===== src/rtl/freq_gate_counter.sv =====
// Gated frequency counter: counts synchronized rising edges of sig_in
// over a fixed window of GATE_CYCLES clk periods.
module freq_gate_counter #(
  parameter int CLK_FREQ_HZ = 2500000,
  parameter int GATE_CYCLES = CLK_FREQ_HZ,
  parameter int CNT_W       = 32
) (
  input  logic             clk,
  input  logic             rst_n,
  input  logic             sig_in,
  input  logic             start,
  input  logic             cont,
  output logic             busy,
  output logic             done,
  output logic [CNT_W-1:0] freq_out,
  output logic             overflow
);

  localparam int GW = (GATE_CYCLES > 1) ? $clog2(GATE_CYCLES) : 1;
  localparam logic [GW-1:0] GLAST = GW'(GATE_CYCLES - 1);
  localparam logic [CNT_W-1:0] CMAX = '1;

  typedef enum logic [1:0] {
    IDLE,
    ARM,
    GATE,
    LATCH
  } state_e;

  state_e state_q, state_d;

  logic s1_q, s2_q, s3_q;
  logic edge_w;

  logic [GW-1:0]    gcnt_q, gcnt_d;
  logic [CNT_W-1:0] ecnt_q, ecnt_d;
  logic [CNT_W-1:0] freq_q, freq_d;
  logic             sat_q, sat_d;
  logic             ovf_q, ovf_d;
  logic             busy_q, busy_d;
  logic             done_q, done_d;

  assign edge_w = s2_q & ~s3_q;

  always_ff @(posedge clk) begin
    if (!rst_n) begin
      state_q <= IDLE;
      s1_q    <= 1'b0;
      s2_q    <= 1'b0;
      s3_q    <= 1'b0;
      gcnt_q  <= '0;
      ecnt_q  <= '0;
      freq_q  <= '0;
      sat_q   <= 1'b0;
      ovf_q   <= 1'b0;
      busy_q  <= 1'b0;
      done_q  <= 1'b0;
    end else begin
      state_q <= state_d;
      s1_q    <= sig_in;
      s2_q    <= s1_q;
      s3_q    <= s2_q;
      gcnt_q  <= gcnt_d;
      ecnt_q  <= ecnt_d;
      freq_q  <= freq_d;
      sat_q   <= sat_d;
      ovf_q   <= ovf_d;
      busy_q  <= busy_d;
      done_q  <= done_d;
    end
  end

  always_comb begin
    state_d = state_q;
    gcnt_d  = gcnt_q;
    ecnt_d  = ecnt_q;
    freq_d  = freq_q;
    sat_d   = sat_q;
    ovf_d   = ovf_q;
    done_d  = 1'b0;
    unique case (state_q)
      IDLE: begin
        if (start) state_d = ARM;
      end
      ARM: begin
        gcnt_d  = '0;
        ecnt_d  = '0;
        sat_d   = 1'b0;
        state_d = GATE;
      end
      GATE: begin
        gcnt_d = gcnt_q + 1'b1;
        // saturate instead of wrapping; a lost edge marks overflow
        if (edge_w) begin
          if (ecnt_q == CMAX) sat_d = 1'b1;
          else ecnt_d = ecnt_q + 1'b1;
        end
        if (gcnt_q == GLAST) state_d = LATCH;
      end
      LATCH: begin
        freq_d  = ecnt_q;
        ovf_d   = sat_q;
        done_d  = 1'b1;
        state_d = cont ? ARM : IDLE;
      end
      default: state_d = IDLE;
    endcase
    busy_d = (state_d == ARM) || (state_d == GATE);
  end

  assign busy     = busy_q;
  assign done     = done_q;
  assign freq_out = freq_q;
  assign overflow = ovf_q;

endmodule

===== config.mk =====
export PLATFORM = sky130hd
export DESIGN_NAME = freq_gate_counter
export DESIGN_NICKNAME = d
export VERILOG_FILES = /design/src/rtl/freq_gate_counter.sv
export SDC_FILE = /design/constraint.sdc
export NUM_CORES = 1
export LEC_CHECK = 0
export BUFFER_PORTS_ARGS = -buffer_cell sky130_fd_sc_hd__buf_2
export CAP_MARGIN = 15
export CORE_MARGIN = 4
export CORE_UTILIZATION = 53
export CTS_BUF_LIST = sky130_fd_sc_hd__clkbuf_16
export DETAILED_ROUTE_END_ITERATION = 10
export PLACE_DENSITY_LB_ADDON = 0.05
export SETUP_SLACK_MARGIN = 0.4
export SLEW_MARGIN = 5
export SYNTH_ARGS = -nofsm -noshare
export SYNTH_HDL_FRONTEND = slang
export SYNTH_SLANG_ARGS = --single-unit

===== constraint.sdc =====
create_clock -name clk -period 1.9 [get_ports clk]
set_input_delay 0.475 -clock clk [delete_from_list [all_inputs] [get_ports clk]]
set_output_delay 0.475 -clock clk [all_outputs]
set_load 0.05 [all_outputs]

==> results.yml <==
floorplanning:
  dieHeight_um: 97.1
  floorplan_die_area_um2: 9420
  number_of_rows_in_the_core_area: 32
  design.core.area_um2: 7730
  start_util_pct: 54.4
  io_pins: 40
  floorplan.die.width_um: 97.1
worst_setup_path:
  worst_ep_required_time_ns: 2.13
  r2r_setup_slack_ns: -0.006
  critical_path.max_fanout: 8
  critical_register_to_register_path_endpoint: "ecnt_q[2]"
  timing.critical_path.arrival_ns: 2.14
  r2r_start: "ecnt_q[8]"
  worst_setup_path_start_kind: "flop"
  timing.setup.critical_path_class: "flop to flop"
  end_kind: "flop"
  worstRegToRegCells: 8
yosys:
  yosys-mux-area-fraction_pct: 7.86
  synth.largest_area_cell: "sky130_fd_sc_hd__dfxtp_1"
  top_cells_by_area_in_the_synthesized_netlist: "sky130_fd_sc_hd__dfxtp_1, sky130_fd_sc_hd__mux2i_1, sky130_fd_sc_hd__nor2_1"
  synth_simple_gate_area_share_pct: 26.7
  netlist-cell-type-count: 52
  synth_xor_xnor_area_share_pct: 4.17
  post_synth_inst_count: 473
  synth-adder-area-share_pct: 1.49
  yosysWarnings: 0
  synthesized_area_fraction_occupied_by_ao_oa_aoi_and_oai_cells_pct: 11.5
  yosys.area.top_type_share_pct: 45.2
  synth_fp_nets: 483
  main_combinational_cell_family_by_area_after_synthesis: "simple AND/OR/NAND/NOR gates"
  number_of_synthesized_register_bits: 95
  seq_area_frac_synth_pct: 45.2
  post_synth.cell_area_avg_um2: 8.89
  synthesis.area_um2: 4200
grt:
  grt_first_pass_wirelength_um: 18700
  global_route.usage.total_pct: 23.9
  grt_start_max_net_pins: 36
  grt_overflow_total: 0
  vias_in_the_first_global_route: 3927
  antenna_found_initial: 0
timing:
  setup_violations: 2
  grt_setup_unrepaired: "yes"
  final_max_slew_viol_count: 0
  timing.final.ws_setup_ns: -0.00611
  maxClockFrequency_ghz: 0.525
  timing.final.hold_violations: 0
  clock_skew_ns: 0.00517
  max_slew.worst_pin.slew_ns: 0.320
  timing.final.crit_period_ns: 1.91
  worst_case_headroom_to_the_max_slew_limit_pct: 78.7
  finalCritPeriodShare_pct: 100
final_layout:
  layout_common_cells: "sky130_fd_sc_hd__dfxtp_1, sky130_fd_sc_hd__buf_4, sky130_fd_sc_hd__nor2_1"
  seqCellArea_um2: 1940
  num-fill-cells: 516
  syn_to_final_growth_pct: 41.6
  drive_above_1_share_pct: 40.3
  diodes: 0
  multi_input_area_um2: 2570
  non_filler_cells_in_the_finished_layout: 700
  final_core_utilization_pct: 77.1
  final_nets: 603
clock_tree:
  max-clock-path-buffers: 2
  cts_tree: "yes"
  cts-htree-levels: 3
  clock_latency_ns: 0.34
  buffer_cell_driving_the_clock_tree_root: "sky130_fd_sc_hd__clkbuf_16"
  cts_made_buffers: 9
  cts_sinks: 95
  clk_pin_slew_ns: 0.06
  postCtsHoldBufs: 0
worst_hold_path:
  destination_of_the_worst_hold_path: "s1_q"
  worst_hold_startpoint: "sig_in"
  timing.hold.worst_path_depth: 2
  hold_path_class: "input pin to flop"
power_and_ir_drop:
  finalPower_mw: 5.66
  power.density_nw_per_um2: 951
  leakage_power_total_nw: 2.35
  worst_ir_drop_vdd_mv: 0.703
detailed_routing:
  viasPerCell: 5.73
  routed_wl_um: 11500
  drcViolationCount: 0
  vias: 4008
  drt-wirelength-per-cell_um: 16.5
  dr.first_iter.drc_count: 186
  drt_first_pass_iters: 6
  final_antenna_net_count: 0
run_status:
  violations: "setup timing"
  run_status: "finished with violations"
place:
  numPortBuffers: 39
  dp.final_hpwl_um: 7190
  post-place-ws_ns: -0.0336
  dp.cells: 649
  gp_routability_congestion: 0.825
flow_run:
  cap_violations: 0
## worst max-delay path by stage
| stage | from | depth (start not counted) | endpoint |
|---|---|---|---|
| 2_1_floorplan | ecnt_q[10] | 7 | ecnt_q[27] |
| 3_3_place_gp | ecnt_q[28] | 7 | ecnt_q[25] |
| 3_5_place_dp | ecnt_q[1] | 8 | ecnt_q[25] |
| 4_1_cts | ecnt_q[1] | 6 | ecnt_q[27] |
| 5_1_grt | ecnt_q[25] | 7 | ecnt_q[2] |
| 6_report | ecnt_q[8] | 8 | ecnt_q[2] |
## layer usage
layer	share of wire [%]	GRT usage (%)	vias to the layer above
met5	0	0	-
li1	-	-	1918
met1	43	30.8	1947
met2	50	39.2	121
met4	1.8	10.4	0
met3	4.7	4.31	22
## metrics by stage
step / TNS, ns / hold slack (ns) / area (um^2)
floorplan: 0 / 0.412 / 4390
global placement: -0.000825 / 0.425 / 5040
detailed placement: -0.248 / 0.431 / 5040
CTS: 0 / 0.342 / 5710
global route: -0.986 / 0.348 / 5950
finish: -0.00612 / 0.349 / 5950
## state kept, by name, summed over array words and instances (netlist names)
register  count
overflow      1
freq_out     32
busy          1
s3_q          1
done          1
s2_q          1
sat_q         1
gcnt_q       22
s1_q          1
state_q       2
ecnt_q       32
## area by class of cell
class                           instances  share of cell area (%)
Timing Repair Buffer                  129                    16.1
Tap cell                              102                    2.14
Sequential cell                        95                    32.5
Clock buffer                            9                    3.78
Inverter                                9                   0.651
Multi-Input combinational cell        349                    43.1
Clock inverter                          7                    1.64
## power breakdown
| group | internal, mW | total (mW) | switching (mW) | leakage (nW) |
|---|---|---|---|---|
| logic | 0.668 | 1.67 | 0.998 | 1.42 |
| registers | 2.03 | 2.06 | 0.0248 | 0.778 |
| clock network | 1.16 | 1.94 | 0.786 | 0.152 |
## what timing repair did
action / 4_1_cts / 5_1_grt
pin swaps: 36 / 35
endpoints found under the setup margin: 50 / 76
gates resized for setup: 47 / 43
setup buffers: 23 / 12
## critical path, cell delays in order (launching register included)
cell and delay [ns]:
sky130_fd_sc_hd__dfxtp_2 0.35, sky130_fd_sc_hd__nand3_4 0.10, sky130_fd_sc_hd__buf_6 0.13, sky130_fd_sc_hd__nor3_4 0.29, sky130_fd_sc_hd__nand4_4 0.27, sky130_fd_sc_hd__nand4_1 0.25
sky130_fd_sc_hd__buf_4 0.18, sky130_fd_sc_hd__o21bai_1 0.07, sky130_fd_sc_hd__a21o_1 0.16
## cell families (layout without fill, tap and decap cells)
| family | after synthesis | in the layout |
|---|---|---|
| AO/OA/AOI/OAI | 78 | 78 |
| multiplexers | 33 | 33 |
| XOR/XNOR | 20 | 20 |
| flip-flops | 95 | 95 |
| AND/OR/NAND/NOR | 213 | 213 |
| adder cells (fa/ha/maj) | 5 | 5 |
| buffers and inverters | 29 | 154 |
## cell usage after synthesis (all sizes together)
| cell | count |
|---|---|
| a21o | 4 |
| clkbuf | 16 |
| a21oi | 28 |
| nand3 | 24 |
| a21boi | 4 |
| nand4 | 19 |
| and3 | 5 |
| o31ai | 9 |
| o21a | 4 |
| buf | 4 |
| or2 | 4 |
| xor2 | 14 |
| or3 | 13 |
| and4 | 3 |
| nor2 | 74 |
| xnor2 | 6 |
| o211ai | 3 |
| or4 | 9 |
| a31o | 1 |
| o21ai | 17 |
| nor4 | 5 |
| a22oi | 1 |
| and2 | 8 |
| ha | 5 |
| o21bai | 3 |
| nor3b | 3 |
| o211a | 1 |
| a31oi | 2 |
| nor4b | 2 |
| inv | 7 |
| clkinv | 2 |
| nor3 | 12 |
| nand2 | 32 |
| mux2i | 33 |
| o32a | 1 |
| dfxtp | 95 |
(Power assumes the default switching activity.)
